**src/rtl/unidad_control_multiciclo_pkg.sv**
```systemverilog
// Shared definitions for the multicycle MIPS-subset control unit.
//   - estado_t: FSM state encodings (INICIO..ERROR, 4 bits, 14-15 unused)
//   - opcode constants for the supported instructions
//   - codigo_UC values handed to ControladorALU
//   - alu_src_b and pc_fuente mux selector encodings
package paquete_control;

  typedef enum logic [3:0] {
    INICIO    = 4'd0,
    FETCH     = 4'd1,
    DECODE    = 4'd2,
    MEM_ADDR  = 4'd3,
    MEM_READ  = 4'd4,
    MEM_WB    = 4'd5,
    MEM_WRITE = 4'd6,
    EXEC_R    = 4'd7,
    R_WB      = 4'd8,
    EXEC_I    = 4'd9,
    I_WB      = 4'd10,
    BRANCH    = 4'd11,
    JUMP      = 4'd12,
    ERROR     = 4'd13
  } estado_t;

  localparam logic [5:0] OPCODE_R    = 6'b000000;
  localparam logic [5:0] OPCODE_LW   = 6'b100011;
  localparam logic [5:0] OPCODE_SW   = 6'b101011;
  localparam logic [5:0] OPCODE_BEQ  = 6'b000100;
  localparam logic [5:0] OPCODE_ADDI = 6'b001000;
  localparam logic [5:0] OPCODE_J    = 6'b000010;

  localparam logic [2:0] UC_R       = 3'b000;
  localparam logic [2:0] UC_ADD     = 3'b001;
  localparam logic [2:0] UC_NINGUNA = 3'b010;

  localparam logic [1:0] ALU_B_REG        = 2'b00;
  localparam logic [1:0] ALU_B_CUATRO     = 2'b01;
  localparam logic [1:0] ALU_B_INMED      = 2'b10;
  localparam logic [1:0] ALU_B_INMED_DESP = 2'b11;

  localparam logic [1:0] PC_ALU    = 2'b00;
  localparam logic [1:0] PC_ALUOUT = 2'b01;
  localparam logic [1:0] PC_SALTO  = 2'b10;

endpackage

```
**src/rtl/unidad_control_multiciclo_decodificador_salidas.sv**
```systemverilog
// Purely combinational Moore decode of the control word from the current
// state. Only the FETCH PC/IR loads (gated by mem_listo) and the BRANCH PC
// load (gated by iguales) depend on inputs.
// Ports:
//   estado        in  4  current FSM state (14-15 decode like ERROR)
//   mem_listo     in  1  memory handshake
//   iguales       in  1  A == B from the datapath comparator
//   codigo_UC .. excepcion  out  datapath control word
module decodificador_salidas
  import paquete_control::*;
(
  input  logic [3:0] estado,
  input  logic       mem_listo,
  input  logic       iguales,
  output logic [2:0] codigo_UC,
  output logic       pc_escribir,
  output logic       ir_escribir,
  output logic       mem_leer,
  output logic       mem_escribir,
  output logic       i_o_d,
  output logic       reg_escribir,
  output logic       reg_dst,
  output logic       mem_a_reg,
  output logic       alu_src_a,
  output logic [1:0] alu_src_b,
  output logic [1:0] pc_fuente,
  output logic       excepcion
);

  always_comb begin
    codigo_UC    = UC_NINGUNA;
    pc_escribir  = 1'b0;
    ir_escribir  = 1'b0;
    mem_leer     = 1'b0;
    mem_escribir = 1'b0;
    i_o_d        = 1'b0;
    reg_escribir = 1'b0;
    reg_dst      = 1'b0;
    mem_a_reg    = 1'b0;
    alu_src_a    = 1'b0;
    alu_src_b    = ALU_B_REG;
    pc_fuente    = PC_ALU;
    excepcion    = 1'b0;

    case (estado_t'(estado))
      INICIO: ;
      FETCH: begin
        mem_leer    = 1'b1;
        alu_src_b   = ALU_B_CUATRO;
        codigo_UC   = UC_ADD;
        // PC+4 and the fetched word are captured only on the ready cycle
        ir_escribir = mem_listo;
        pc_escribir = mem_listo;
      end
      DECODE: begin
        alu_src_b = ALU_B_INMED_DESP;
        codigo_UC = UC_ADD;
      end
      MEM_ADDR, EXEC_I: begin
        alu_src_a = 1'b1;
        alu_src_b = ALU_B_INMED;
        codigo_UC = UC_ADD;
      end
      MEM_READ: begin
        mem_leer = 1'b1;
        i_o_d    = 1'b1;
      end
      MEM_WB: begin
        reg_escribir = 1'b1;
        mem_a_reg    = 1'b1;
      end
      MEM_WRITE: begin
        mem_escribir = 1'b1;
        i_o_d        = 1'b1;
      end
      EXEC_R: begin
        alu_src_a = 1'b1;
        codigo_UC = UC_R;
      end
      R_WB: begin
        reg_escribir = 1'b1;
        reg_dst      = 1'b1;
      end
      I_WB: reg_escribir = 1'b1;
      BRANCH: begin
        pc_fuente   = PC_ALUOUT;
        pc_escribir = iguales;
      end
      JUMP: begin
        pc_fuente   = PC_SALTO;
        pc_escribir = 1'b1;
      end
      default: excepcion = 1'b1;
    endcase
  end

endmodule

```
**src/rtl/unidad_control_multiciclo.sv**
```systemverilog
// Multicycle MIPS-subset control unit: state register and next-state logic.
// The control word is produced by decodificador_salidas.
// Ports:
//   clk, reset (sync, active-high)
//   opcode     in  6  IR[31:26], valid from DECODE onward
//   iguales    in  1  A == B
//   mem_listo  in  1  memory completed this cycle
//   codigo_UC, pc_escribir, ir_escribir, mem_leer, mem_escribir, i_o_d,
//   reg_escribir, reg_dst, mem_a_reg, alu_src_a, alu_src_b, pc_fuente,
//   excepcion  out  datapath control word
//   estado     out  4  current state for debug
module unidad_control_multiciclo
  import paquete_control::*;
#(
  parameter logic [5:0] OP_R    = OPCODE_R,
  parameter logic [5:0] OP_LW   = OPCODE_LW,
  parameter logic [5:0] OP_SW   = OPCODE_SW,
  parameter logic [5:0] OP_BEQ  = OPCODE_BEQ,
  parameter logic [5:0] OP_ADDI = OPCODE_ADDI,
  parameter logic [5:0] OP_J    = OPCODE_J
)(
  input  logic       clk,
  input  logic       reset,
  input  logic [5:0] opcode,
  input  logic       iguales,
  input  logic       mem_listo,
  output logic [2:0] codigo_UC,
  output logic       pc_escribir,
  output logic       ir_escribir,
  output logic       mem_leer,
  output logic       mem_escribir,
  output logic       i_o_d,
  output logic       reg_escribir,
  output logic       reg_dst,
  output logic       mem_a_reg,
  output logic       alu_src_a,
  output logic [1:0] alu_src_b,
  output logic [1:0] pc_fuente,
  output logic       excepcion,
  output logic [3:0] estado
);

  estado_t estado_q;
  estado_t estado_d;

  always_ff @(posedge clk) begin
    if (reset) estado_q <= INICIO;
    else       estado_q <= estado_d;
  end

  always_comb begin
    estado_d = estado_q;
    case (estado_q)
      INICIO:   estado_d = FETCH;
      FETCH:    if (mem_listo) estado_d = DECODE;
      DECODE: begin
        if (opcode == OP_LW || opcode == OP_SW) estado_d = MEM_ADDR;
        else if (opcode == OP_R)                estado_d = EXEC_R;
        else if (opcode == OP_ADDI)             estado_d = EXEC_I;
        else if (opcode == OP_BEQ)              estado_d = BRANCH;
        else if (opcode == OP_J)                estado_d = JUMP;
        else                                    estado_d = ERROR;
      end
      MEM_ADDR:  estado_d = (opcode == OP_LW) ? MEM_READ : MEM_WRITE;
      MEM_READ:  if (mem_listo) estado_d = MEM_WB;
      MEM_WB:    estado_d = FETCH;
      MEM_WRITE: if (mem_listo) estado_d = FETCH;
      EXEC_R:    estado_d = R_WB;
      R_WB:      estado_d = FETCH;
      EXEC_I:    estado_d = I_WB;
      I_WB:      estado_d = FETCH;
      BRANCH:    estado_d = FETCH;
      JUMP:      estado_d = FETCH;
      // ERROR and the unused encodings only leave through reset
      default:   estado_d = ERROR;
    endcase
  end

  assign estado = estado_q;

  decodificador_salidas u_salidas (
    .estado       (estado_q),
    .mem_listo    (mem_listo),
    .iguales      (iguales),
    .codigo_UC    (codigo_UC),
    .pc_escribir  (pc_escribir),
    .ir_escribir  (ir_escribir),
    .mem_leer     (mem_leer),
    .mem_escribir (mem_escribir),
    .i_o_d        (i_o_d),
    .reg_escribir (reg_escribir),
    .reg_dst      (reg_dst),
    .mem_a_reg    (mem_a_reg),
    .alu_src_a    (alu_src_a),
    .alu_src_b    (alu_src_b),
    .pc_fuente    (pc_fuente),
    .excepcion    (excepcion)
  );

endmodule

```
**config.mk**
```make
export PLATFORM = sky130hd
export DESIGN_NAME = unidad_control_multiciclo
export DESIGN_NICKNAME = d
export VERILOG_FILES = /design/src/rtl/unidad_control_multiciclo_pkg.sv /design/src/rtl/unidad_control_multiciclo_decodificador_salidas.sv /design/src/rtl/unidad_control_multiciclo.sv
export SDC_FILE = /design/constraint.sdc
export NUM_CORES = 1
export LEC_CHECK = 0
export ABC_AREA = 1
export CELL_PAD_IN_SITES_DETAIL_PLACEMENT = 0
export CELL_PAD_IN_SITES_GLOBAL_PLACEMENT = 1
export CORE_MARGIN = 5
export CORE_UTILIZATION = 22
export CTS_CLUSTER_DIAMETER = 150
export CTS_CLUSTER_SIZE = 14
export DETAILED_ROUTE_END_ITERATION = 6
export PLACE_DENSITY_LB_ADDON = 0.2
export SYNTH_ARGS = -nofsm -noshare
export SYNTH_HDL_FRONTEND = slang
export SYNTH_SLANG_ARGS = --single-unit
export TNS_END_PERCENT = 50
```
**constraint.sdc**
```tcl
create_clock -name clk -period 1.2 [get_ports clk]
set_input_delay 0.3 -clock clk [delete_from_list [all_inputs] [get_ports clk]]
set_output_delay 0.3 -clock clk [all_outputs]
set_load 0.05 [all_outputs]
```
### Word-level counts from Yosys, hierarchy flattened

Cells that the tools add are included.

* register bits: 4
* bits in latches: 0
* memory bits (writable): 0
* ROM bits: 0
* input bits: 10
* output and inout port bits: 21
* logic and storage cells: 56
* memories: 0

* $add $sub $neg: 0
* $mul: 0
* divide/modulo/power cells: 0
* order comparisons: 0
* equality and inequality tests: 20
* shifts and indexed selects: 0
* multiplexer cells: 23
* bitwise gates (word level): 0
* reductions and logical operators: 12

Operator list (number)
* 4-bit one-hot mux with 8 select lines: 1
* 4-bit == test (second input constant): 5
* 4-bit 2-to-1 mux: 5
* 4-bit by 3-bit == test with 1-bit output (second input constant): 4
* 13-bit OR reduction: 1
* 6-bit == test (second input constant): 2
* 1-bit 2-to-1 mux: 10
* 4-bit by 2-bit == test with 1-bit output (second input constant): 2
* 2-bit one-hot mux with 2 select lines: 2
* 6-bit by 2-bit == test with 1-bit output (second input constant): 1
* 6-bit by 3-bit == test with 1-bit output (second input constant): 1
* 6-bit by 4-bit == test with 1-bit output (second input constant): 1
* 6-bit zero test: 1
* 3-bit 2-to-1 mux: 2
* 2-bit != test (second input constant): 3
* 2-bit one-hot mux with 3 select lines: 1
* 2-bit OR reduction: 3
* 3-bit OR reduction: 2
* 6-bit OR reduction: 1
* 4-bit by 1-bit == test with 1-bit output (second input constant): 1
* 4-bit zero test: 1
* 4-bit OR reduction: 1
* 1-bit one-hot mux with 3 select lines: 1
* 3-bit AND reduction: 1
* other kinds (2): 2

### Logic depth before layout (Yosys ltp)

Gate-level depths: netlist (run 1).

* word-level depth: 7
* depth in mapped cells: 8
* depth with buffers taken out: 8

### Modules after synthesis

From an unflattened synthesis (run 1), not the netlist that was laid out.

* cell total of the unflattened synthesis: 121
* area, all modules: 613.1 µm²

Modules (own cells, without submodules)
* unidad_control_multiciclo: instances 1, cells each 71, area each 404.1 µm², sequential area each 80.1 µm²
* decodificador_salidas: instances 1, cells each 50, area each 209.0 µm², sequential area each 0.0 µm²

### Worst setup path before layout (run 1)

Ideal clock, no wire load.

* path kind: flip-flop to output port
* from: reg estado_q[2] (netlist: estado[2])
* to: out pc_escribir
* arrival time: 2.499 ns
* required time: 0.900 ns
* setup slack: -1.599 ns
* cell stages (with the launch flop): 4
* buffers on the path: 0
* path through: dfxtp_1 inv_2 nor3_1 a211o_1

* longest elaborated chain between the ends: 2
* elaborated cells on any way between the ends: 4
* classes of those cells: eq/ne: 3; mux: 1

RTL lines
* start, declared: RTL line unidad_control_multiciclo.sv:43 `estado_t estado_q;`
* start signal, assigned: RTL line unidad_control_multiciclo.sv:48 `else estado_q <= estado_d;`
* 4-bit == test / 4-bit by 1-bit == test with 1-bit output (equally long branches): RTL line unidad_control_multiciclo_decodificador_salidas.sv:45 `case (estado_t'(estado))`
* 1-bit one-hot mux with 3 select lines *: RTL line unidad_control_multiciclo_decodificador_salidas.sv:45
* end, declared: RTL line unidad_control_multiciclo.sv:28 `output logic pc_escribir,`

Every way passes the cells marked *; elsewhere a longest branch is shown, timed or not.

### Final worst setup path (run 1)

* from: reg estado_q[0] (netlist: estado[0])
* to: out pc_escribir

The elaborated chain is that of the path after synthesis.

==> results of run 1 <==
-- synth_stat cells (2+ instances only) --
cell,number
o21ai_0,7
nor2_4,2
a21oi_1,4
nand2_1,17
nand3_1,8
nand2_2,3
dfxtp_1,4
nor2_1,14
a31oi_1,3
nor2_2,3
inv_2,4
inv_1,15
-- metal layers --
| layer | vias to the layer above | track usage | part of all wire | routed length, um |
|---|---|---|---|---|
| met2 | 31 | 0.331 | 0.59 | 1750 |
| met1 | 425 | 0.184 | 0.36 | 1080 |
| met4 | 0 | 0.0596 | 0.010 | 30 |
| met5 | - | 0 | 0 | 0 |
| met3 | 4 | 0.0226 | 0.043 | 127 |
| li1 | 442 | - | - | - |
-- final cells by class --
class                   instances  area share
multi-input cells              68       0.326
inverters                      19      0.0586
flip-flops and latches          4      0.0578
repair buffers                 71       0.522
well taps                      28      0.0213
clock buffers                   3      0.0137
-- layout by cell type (no fill, tap or decap), types with 4 or more instances in the layout --
cell	instances
nor2_1	6
nand2_1	11
inv_6	4
dfxtp_4	4
inv_1	10
buf_12	20
nand3_1	6
buf_4	28
buf_6	13
nand2_2	6
clkdlybuf4s50_1	7
nor2_4	10
-- metrics by stage --
stage	cells	TNS (ps)	area, um^2
floorplan	92	-4720	636
detailed placement	181	-3910	1400
CTS	190	-6210	1560
global route	193	-8390	1650
finish	193	-7170	1650
global placement	181	-3620	1400
-- what timing repair did --
| action | in CTS | in global routing |
|---|---|---|
| setup buffers | 6 | 3 |
| pin swaps | 7 | 11 |
| endpoints found under the setup margin | 20 | 24 |
| resized for setup | 28 | 19 |
-- cell families (layout without fill, tap and decap cells) --
family,after synthesis,after routing
AO/OA/AOI/OAI,16,16
buffers and inverters,20,93
flip-flops,4,4
other,1,1
AND/OR/NAND/NOR,51,51
-- worst max path at each step --
stage | from | end | slack (ps) | cells past startpoint
after global placement | mem_listo | pc_escribir | -470 | 5
after detailed placement | mem_listo | pc_escribir | -520 | 5
after global routing | estado[0] | pc_escribir | -540 | 6
after floorplan | estado[0] | pc_escribir | -450 | 5
after CTS | estado[3] | pc_escribir | -440 | 6
final | estado[0] | pc_escribir | -480 | 6
-- where the power goes --
part | switching [mW] | internal [mW] | leakage (nW)
Clock | 0.0582 | 0.112 | 0.0138
Sequential | 0.122 | 0.225 | 0.0356
Combinational | 2.48 | 2.21 | 0.697
Total | 2.66 | 2.55 | 0.746
-- worst max-delay path: stages, from the launching register on --
cell     delay [ps]
dfxtp_4         380
inv_6            50
nor2_4          170
nand3_4         120
nor2_4          160
a211o_4         120
buf_8           140
==> results.md, run 1 <==
* Final hold slack at 542 ps
* Final Util at 0.751
* Reg2reg start: estado[0]
* Post-synthesis mux area share at 0
* Fin worst setup slack at -479 ps
* DIE AREA at 3310 um^2
* Syn_nets at 102
* Hold buffers post-CTS at 0
* Syn avg cell area at 5.40 um^2
* Final Power at 5.20 mW
* Pwr dens at 3160 nW/um^2
* Critical Path Source Type: register
* Multi-input gate area at 537 um^2
* Post-Syn Area at 497 um^2
* Via count at 902
* Xor and xnor fraction of the mapped netlist area at 0
* FF-to-FF path depth at 11
* H-Tree Depth at 1
* Status: complete, but fails checks
* Largest family of logic cells by synthesized area: simple AND/OR/NAND/NOR gates
* Top post-synthesis cells by area: dfxtp_1 (16%), nand2_1 (13%), inv_1 (11%), nor2_1 (11%), nand3_1 (8.1%)
* DRC violations left at 0
* Max cap viols at 0
* Via-to-Cell Ratio at 4.67
* Crit path time final at 1680 ps
* Crit path DAT at 1380 ps
* CP Capture Type: output pin
* EDFF count, synth at 0
* Number of clock sinks at 4
* Largest register FFs at 4
* RSZ-0062 raised after global routing: yes
* Worst-path clk slew at 40 ps
* Prevailing post-synth register cell: dfxtp_1
* Pin count of the biggest net entering global routing at 6
* Register area at 95.1 um^2
* IO buf count at 29
* Die height at 57.5 um
* Fillers at 161
* Critical path class: reg2out
* FF-to-FF setup slack at -260 ps
* Cts bufs inserted at 3
* Worst hold start: mem_listo
* Chip width at 57.5 um
* Post-synth top area share at 0.161
* Pre-CTS setup slack at -519 ps
* Overall Global Routing Usage at 0.170
* Worst hold path type: in2reg
* Leakage Power at 0.746 nW
* Antenna Nets Post-Route at 0
* WP data required at 900 ps
* Mapped Cells at 92
* DRT iter0 DRCs at 15
* Area grow syn2layout at 231%
* Fin. Hold Viols at 0
* Nets at 177
* Slew Limit Fails at 0
* Compound-Gate Fraction of Synth Area at 0.179
* Seq cells post-synth at 4
* Vias in the first global route at 943
* I/O pin cnt at 31
* Synth warn at 0
* Drt total wl at 2990 um
* Final period utilization at 1.40
* Core footprint at 2190 um^2
* First-pass GRT wire length at 4450 um
* CTS tree: done
* Max Buffers Root-to-Sink at 2
* DP HPWL at 1950 um
* Initial antenna violation count at 0
* Synth Area in Simple Gates at 0.494
* Most area-hungry cell type in the Yosys netlist: dfxtp_1
* Sequential-to-total area share from yosys stat at 0.161
* Share of cells above drive strength 1 at 0.685
* Worst Hold Path Cells at 3
* Row count at 17
* DR WL/cell at 15.5 um
* Failing checks: negative setup slack
* RD Place Congestion at 0.812
* Total gr overflow at 0
* Synth cell types at 20
* Post-synth ARST share at 0
* Worst hold endpoint: estado[2]
* Initial Utilization at 0.227
* VDD IR-drop max at 2.04 mV
* Antenna Cells at 0
* Finish-stage setup viols at 21
* Setup Skew at 0.0854 ps
* Reg-to-reg critical path endpoint: estado[0]
* Clock root buffer: clkbuf_4
* Worst-path maximum fanout at 4
* Highest clock rate at 595 MHz
* Number of iterations in the first detailed-routing pass at 4
* Later-pin clock latency in the skew report at 240 ps
* Adder-Cell Fraction of Synth Area at 0
Note: power is estimated with default switching activity, not from simulation.
==> run 2: changes to the inputs <==
--- a/config.mk
+++ b/config.mk
@@ -14,6 +14,7 @@
 export CTS_CLUSTER_SIZE = 14
 export DETAILED_ROUTE_END_ITERATION = 6
 export PLACE_DENSITY_LB_ADDON = 0.2
+export SKIP_LAST_GASP = 1
 export SYNTH_ARGS = -nofsm -noshare
 export SYNTH_HDL_FRONTEND = slang
 export SYNTH_SLANG_ARGS = --single-unit
==> run 2 against run 1 <==
Compared with the run above: the run still ends with negative setup slack left; die area stayed put; combinational power is 5.3% lower; global-route usage is 0.41 points lower; critical path depth stayed put; clock power hardly changed; final area is 4.2% lower; final cell count is 0.52% lower; via count is 5.2% lower; clock-buffer cell count stayed put; critical path type unchanged.
==> results.md, run 2 (same netlist as run 1, synthesis figures left out) <==
* DRC violations left at 0
* Max cap viols at 0
* Pwr dens at 3130 nW/um^2
* Via-to-Cell Ratio at 4.45
* H-Tree Depth at 1
* Most common cell after layout, fill and taps aside: buf_4
* VDD IR-drop max at 2.21 mV
* Post-Layout Cell Count at 192
* Worst-path clk slew at 40 ps
* Number of iterations in the first detailed-routing pass at 4
* Final period utilization at 1.37
* Cell family with most CP delay: flip-flops
* DRT iter0 DRCs at 5
* CP max stage cell: dfxtp_4
* Setup Skew at 2.61 ps
* Worst-path maximum fanout at 5
* FF-to-FF path depth at 10
* Max Buffers Root-to-Sink at 2
* Leakage Power at 0.729 nW
* Row count at 17
* Reg-to-reg critical path endpoint: estado[0]
* Die height at 57.5 um
* WP buf/inv at 3
* Later-pin clock latency in the skew report at 240 ps
* First-pass GRT wire length at 4350 um
* Drt total wl at 2540 um
* Worst Hold Path Cells at 3
* Overall Global Routing Usage at 0.166
* Critical Path Source Type: register
* Most common cell on crit path: nor2_4
* Critical path class: reg2out
* Largest register FFs at 4
* Worst path cell trace: inv_6 > nor2_4 > inv_4 > nor2_4 > a211o_4 > buf_8
* Reg2reg start: estado[0]
* FF-to-FF setup slack at -170 ps
* Total gr overflow at 0
* Initial antenna violation count at 0
* Biggest cell delay along the critical path at 360 ps
* Crit path time final at 1640 ps
* Chip width at 57.5 um
* Antenna Cells at 0
* DP HPWL at 1950 um
* Fillers at 174
* Core footprint at 2190 um^2
* Vias in the first global route at 921
* Via count at 855
* WP data required at 900 ps
* DIE AREA at 3310 um^2
* Final hold slack at 567 ps
* Antenna Nets Post-Route at 0
* Pin count of the biggest net entering global routing at 6
* I/O pin cnt at 31
* Dpl cells at 181
* Nets at 176
* RD Place Congestion at 0.812
* CTS tree: done
* Crit path DAT at 1340 ps
* RSZ-0062 raised after global routing: yes
* Slew Limit Fails at 0
* Worst hold start: mem_listo
* Failing checks: negative setup slack
* Hold buffers post-CTS at 0
* Cts bufs inserted at 3
* Finish-stage setup viols at 20
* Highest clock rate at 610 MHz
* Most frequent cells in the layout: buf_4 (34), buf_12 (20), nand2_1 (13)
* Worst hold endpoint: estado[2]
* Worst hold path type: in2reg
* Status: complete, but fails checks
* Fin worst setup slack at -439 ps
* Share of cells above drive strength 1 at 0.628
* Number of clock sinks at 4
* Initial Utilization at 0.227
* Clock root buffer: clkbuf_4
* CP Capture Type: output pin
* DR WL/cell at 13.2 um
* Fin. Hold Viols at 0
* IO buf count at 29
* Area grow syn2layout at 217%
==> run 2: cell count changes in the layout (fill, tap and decap cells not counted), sizes merged <==
cell and change:
dlygate4sd2 -1, buf -1, clkdlybuf4s50 +1
==> run 2: area by class of cell <==
cell class	count	area, um^2	area share
Clock buffer	3	22.5	0.0143
Inverter	19	93.8	0.0595
Multi-Input combinational cell	68	503	0.319
Sequential cell	4	95.1	0.0603
Tap cell	28	35.0	0.0222
Timing Repair Buffer	70	827	0.525
==> run 2: what timing repair did <==
item / in CTS / in global routing
hold endpoints to repair: 0 / 0
gates resized for setup: 17 / 8
setup endpoints to repair: 20 / 23
pin swaps: 6 / 3
setup buffers: 6 / 2
==> run 2: worst register-to-register path, cell delays in order (launching register included) <==
cell      delay [ps]
dfxtp_4          370
inv_6             40
nor2_4           160
nand3_4          120
buf_6            140
buf_4            130
nand2_2           70
nand2_1           80
nand3b_1          90
nand2_1           60
inv_1             40
==> run 2: worst max path at each step <==
stage | start | to | slack (ps) | cells after the start
after floorplan | estado[0] | pc_escribir | -450 | 5
after global placement | mem_listo | pc_escribir | -470 | 5
after detailed placement | mem_listo | pc_escribir | -520 | 5
after CTS | estado[3] | pc_escribir | -440 | 6
after global routing | estado[0] | alu_src_b[0] | -500 | 6
final | estado[3] | pc_escribir | -440 | 6
==> run 2: routing by layer <==
| layer | global-route usage | vias to the layer above | wire length (um) |
|---|---|---|---|
| met5 | 0 | - | 0 |
| met4 | 0.0497 | 0 | 8 |
| met3 | 0.0226 | 2 | 118 |
| met2 | 0.321 | 25 | 1390 |
| met1 | 0.184 | 386 | 1030 |
| li1 | - | 442 | - |
==> run 2: where the power goes <==
| group | switching, mW | leakage, nW | total, mW | internal, mW |
|---|---|---|---|---|
| sequential | 0.108 | 0.0356 | 0.333 | 0.225 |
| clock | 0.0567 | 0.0138 | 0.169 | 0.112 |
| combinational | 2.34 | 0.679 | 4.44 | 2.10 |
==> run 2: stage by stage <==
stage / utilization / TNS [ps] / setup slack, ps / power, mW / area, um^2
6_report: 0.720 / -6570 / -439 / 4.94 / 1580
5_1_grt: 0.720 / -8210 / -502 / 5.20 / 1580
4_1_cts: 0.697 / -6570 / -442 / 4.79 / 1530
3_5_place_dp: 0.640 / -3910 / -519 / 4.32 / 1400
3_3_place_gp: 0.640 / -3620 / -473 / 4.26 / 1400
2_1_floorplan: - / -4720 / -450 / 2.30 / 636
==> run 3: changes to the inputs <==
--- a/config.mk
+++ b/config.mk
@@ -6,6 +6,7 @@
 export NUM_CORES = 1
 export LEC_CHECK = 0
 export ABC_AREA = 1
+export ABC_CLOCK_PERIOD_IN_PS = 1200
 export CELL_PAD_IN_SITES_DETAIL_PLACEMENT = 0
 export CELL_PAD_IN_SITES_GLOBAL_PLACEMENT = 1
 export CORE_MARGIN = 5
@@ -14,6 +15,7 @@
 export CTS_CLUSTER_SIZE = 14
 export DETAILED_ROUTE_END_ITERATION = 6
 export PLACE_DENSITY_LB_ADDON = 0.2
+export SETUP_SLACK_MARGIN = 0.3
 export SKIP_LAST_GASP = 1
 export SYNTH_ARGS = -nofsm -noshare
 export SYNTH_HDL_FRONTEND = slang
==> run 3 against run 2 <==
Compared with the run above: die area did not move; worst hold slack got worse by 18 ps; wire length fell by 9.8%; final area fell by 3.9%; the flow still finishes with violations (negative setup slack); clock skew rose by 0.87 ps; combinational power fell by 4%; sequential cell count did not move; critical endpoint unchanged.
==> results.md, run 3 (same netlist as run 1, synthesis figures left out) <==
* Status: complete, but fails checks
* Failing checks: negative setup slack
* I/O pin cnt at 31
* Leakage Power at 0.705 nW
* FF-to-FF path depth at 10
* Clock root buffer: clkbuf_4
* Via-to-Cell Ratio at 4.41
* RSZ-0062 raised after global routing: yes
* Pin count of the biggest net entering global routing at 6
* Overall Global Routing Usage at 0.143
* Antenna Nets Post-Route at 0
* Number of clock sinks at 4
* Vias in the first global route at 849
* DP HPWL at 1870 um
* First-pass GRT wire length at 3680 um
* Worst hold start: mem_listo
* Final period utilization at 1.35
* Final hold slack at 550 ps
* Nets at 171
* CP Capture Type: output pin
* DIE AREA at 3310 um^2
* Worst hold endpoint: estado[2]
* Highest clock rate at 617 MHz
* Max cap viols at 0
* WP data required at 900 ps
* Worst-path clk slew at 40 ps
* Crit path time final at 1620 ps
* Final Util at 0.692
* Fin worst setup slack at -419 ps
* Reg2reg start: estado[0]
* Max Buffers Root-to-Sink at 2
* Most frequent cells in the layout: buf_4 (30), buf_12 (20), nand2_1 (15)
* Area grow syn2layout at 205%
* Biggest cell delay along the critical path at 360 ps
* Core footprint at 2190 um^2
* Worst hold path type: in2reg
* Most common cell after layout, fill and taps aside: buf_4
* Sequential fraction of design power at 0.071
* CP max stage cell: dfxtp_4
* Fin. Hold Viols at 0
* Pre-CTS setup slack at -484 ps
* NetSw at 2.44 mW
* Row count at 17
* H-Tree Depth at 1
* Die height at 57.5 um
* Finish-stage setup viols at 22
* Initial Utilization at 0.227
* Crit path DAT at 1320 ps
* Met1 WL at 911 um
* Critical path class: reg2out
* Reg-to-reg critical path endpoint: estado[0]
* Clock Power Share at 0.036
* Sw Share at 0.511
* Most common cell on crit path: nor2_4
* Antenna Cells at 0
* DRC violations left at 0
* CTS tree: done
* Power share of the combinational group at 0.893
* RD Place Congestion at 0.793
* Internal power at 2.33 mW
* IO buf count at 29
* Via count at 824
* Initial antenna violation count at 0
* Cts bufs inserted at 3
* VDD IR-drop max at 1.90 mV
* Largest register FFs at 4
* Chip width at 57.5 um
* Critical Path Source Type: register
* Met2 wire len at 1230 um
* Top layer used by detailed routing: met4
* FF-to-FF setup slack at -160 ps
* Drt total wl at 2290 um
* Worst Hold Path Cells at 3
* Setup Skew at 3.48 ps
* Total gr overflow at 0
* Number of iterations in the first detailed-routing pass at 3
* Slew Limit Fails at 0
* Share of cells above drive strength 1 at 0.604
* Worst-path maximum fanout at 4
* DP Area at 1390 um^2
* Worst path cell trace: inv_6 > nor2_4 > inv_2 > nor2_4 > a211o_4 > buf_8
* DRT iter0 DRCs at 5
* Later-pin clock latency in the skew report at 240 ps
* Met3 WL at 115 um
* Fin area at 1520 um^2
* DR WL/cell at 12.3 um
* Pwr dens at 3140 nW/um^2
run 3: power by group through the flow:
stage / clock (mW) / combinational (mW) / sequential (mW)
2_1_floorplan: 0 / 1.79 / 0.527
3_3_place_gp: 0 / 3.93 / 0.326
3_5_place_dp: 0 / 3.98 / 0.331
4_1_cts: 0.183 / 4.18 / 0.342
5_1_grt: 0.189 / 4.45 / 0.351
6_report: 0.171 / 4.25 / 0.340
run 3: worst max-delay path, delay by kind of cell (launching register included):
kind,cells,cell delay [ps]
DFF,1,360
AOI/OAI and AO/OA,1,320
buffers and inverters,3,310
and+or+nand+nor,2,90
run 3: worst max path at each step:
stage	from	end	slack [ps]	cells after the start
3_5_place_dp	mem_listo	pc_escribir	-480	5
3_3_place_gp	mem_listo	pc_escribir	-470	5
5_1_grt	estado[0]	codigo_UC[1]	-470	7
2_1_floorplan	estado[0]	pc_escribir	-450	5
4_1_cts	estado[0]	mem_leer	-430	6
6_report	estado[3]	pc_escribir	-420	6
run 3: cell type report:
type                    count  area [um^2]
fillers                   164          676
well taps                  28         35.0
inverters                  19         88.8
repair buffers             65          786
flip-flops and latches      4         95.1
multi-input cells          68          488
clock buffers               3         22.5
run 3: timing repair:
| item | 4_1_cts | 5_1_grt |
|---|---|---|
| buffers inserted | 4 | 2 |
| hold buffers | 0 | 0 |
| setup endpoints to repair | 24 | 24 |
| pin swaps | 9 | 6 |
| gates resized for setup | 15 | 2 |
run 3: per-stage QoR:
step | power [mW] | TNS (ps) | cells
floorplan | 2.31 | -4700 | 92
global placement | 4.26 | -3600 | 178
detailed placement | 4.31 | -3780 | 178
CTS | 4.71 | -6520 | 185
global route | 4.99 | -7700 | 187
finish | 4.77 | -6330 | 187
run 3: per-layer routing:
| layer | global-route usage | up-vias |
|---|---|---|
| met3 | 0.0204 | 4 |
| met4 | 0.0762 | 0 |
| met1 | 0.154 | 373 |
| met5 | 0 | - |
| met2 | 0.266 | 20 |
| li1 | - | 427 |
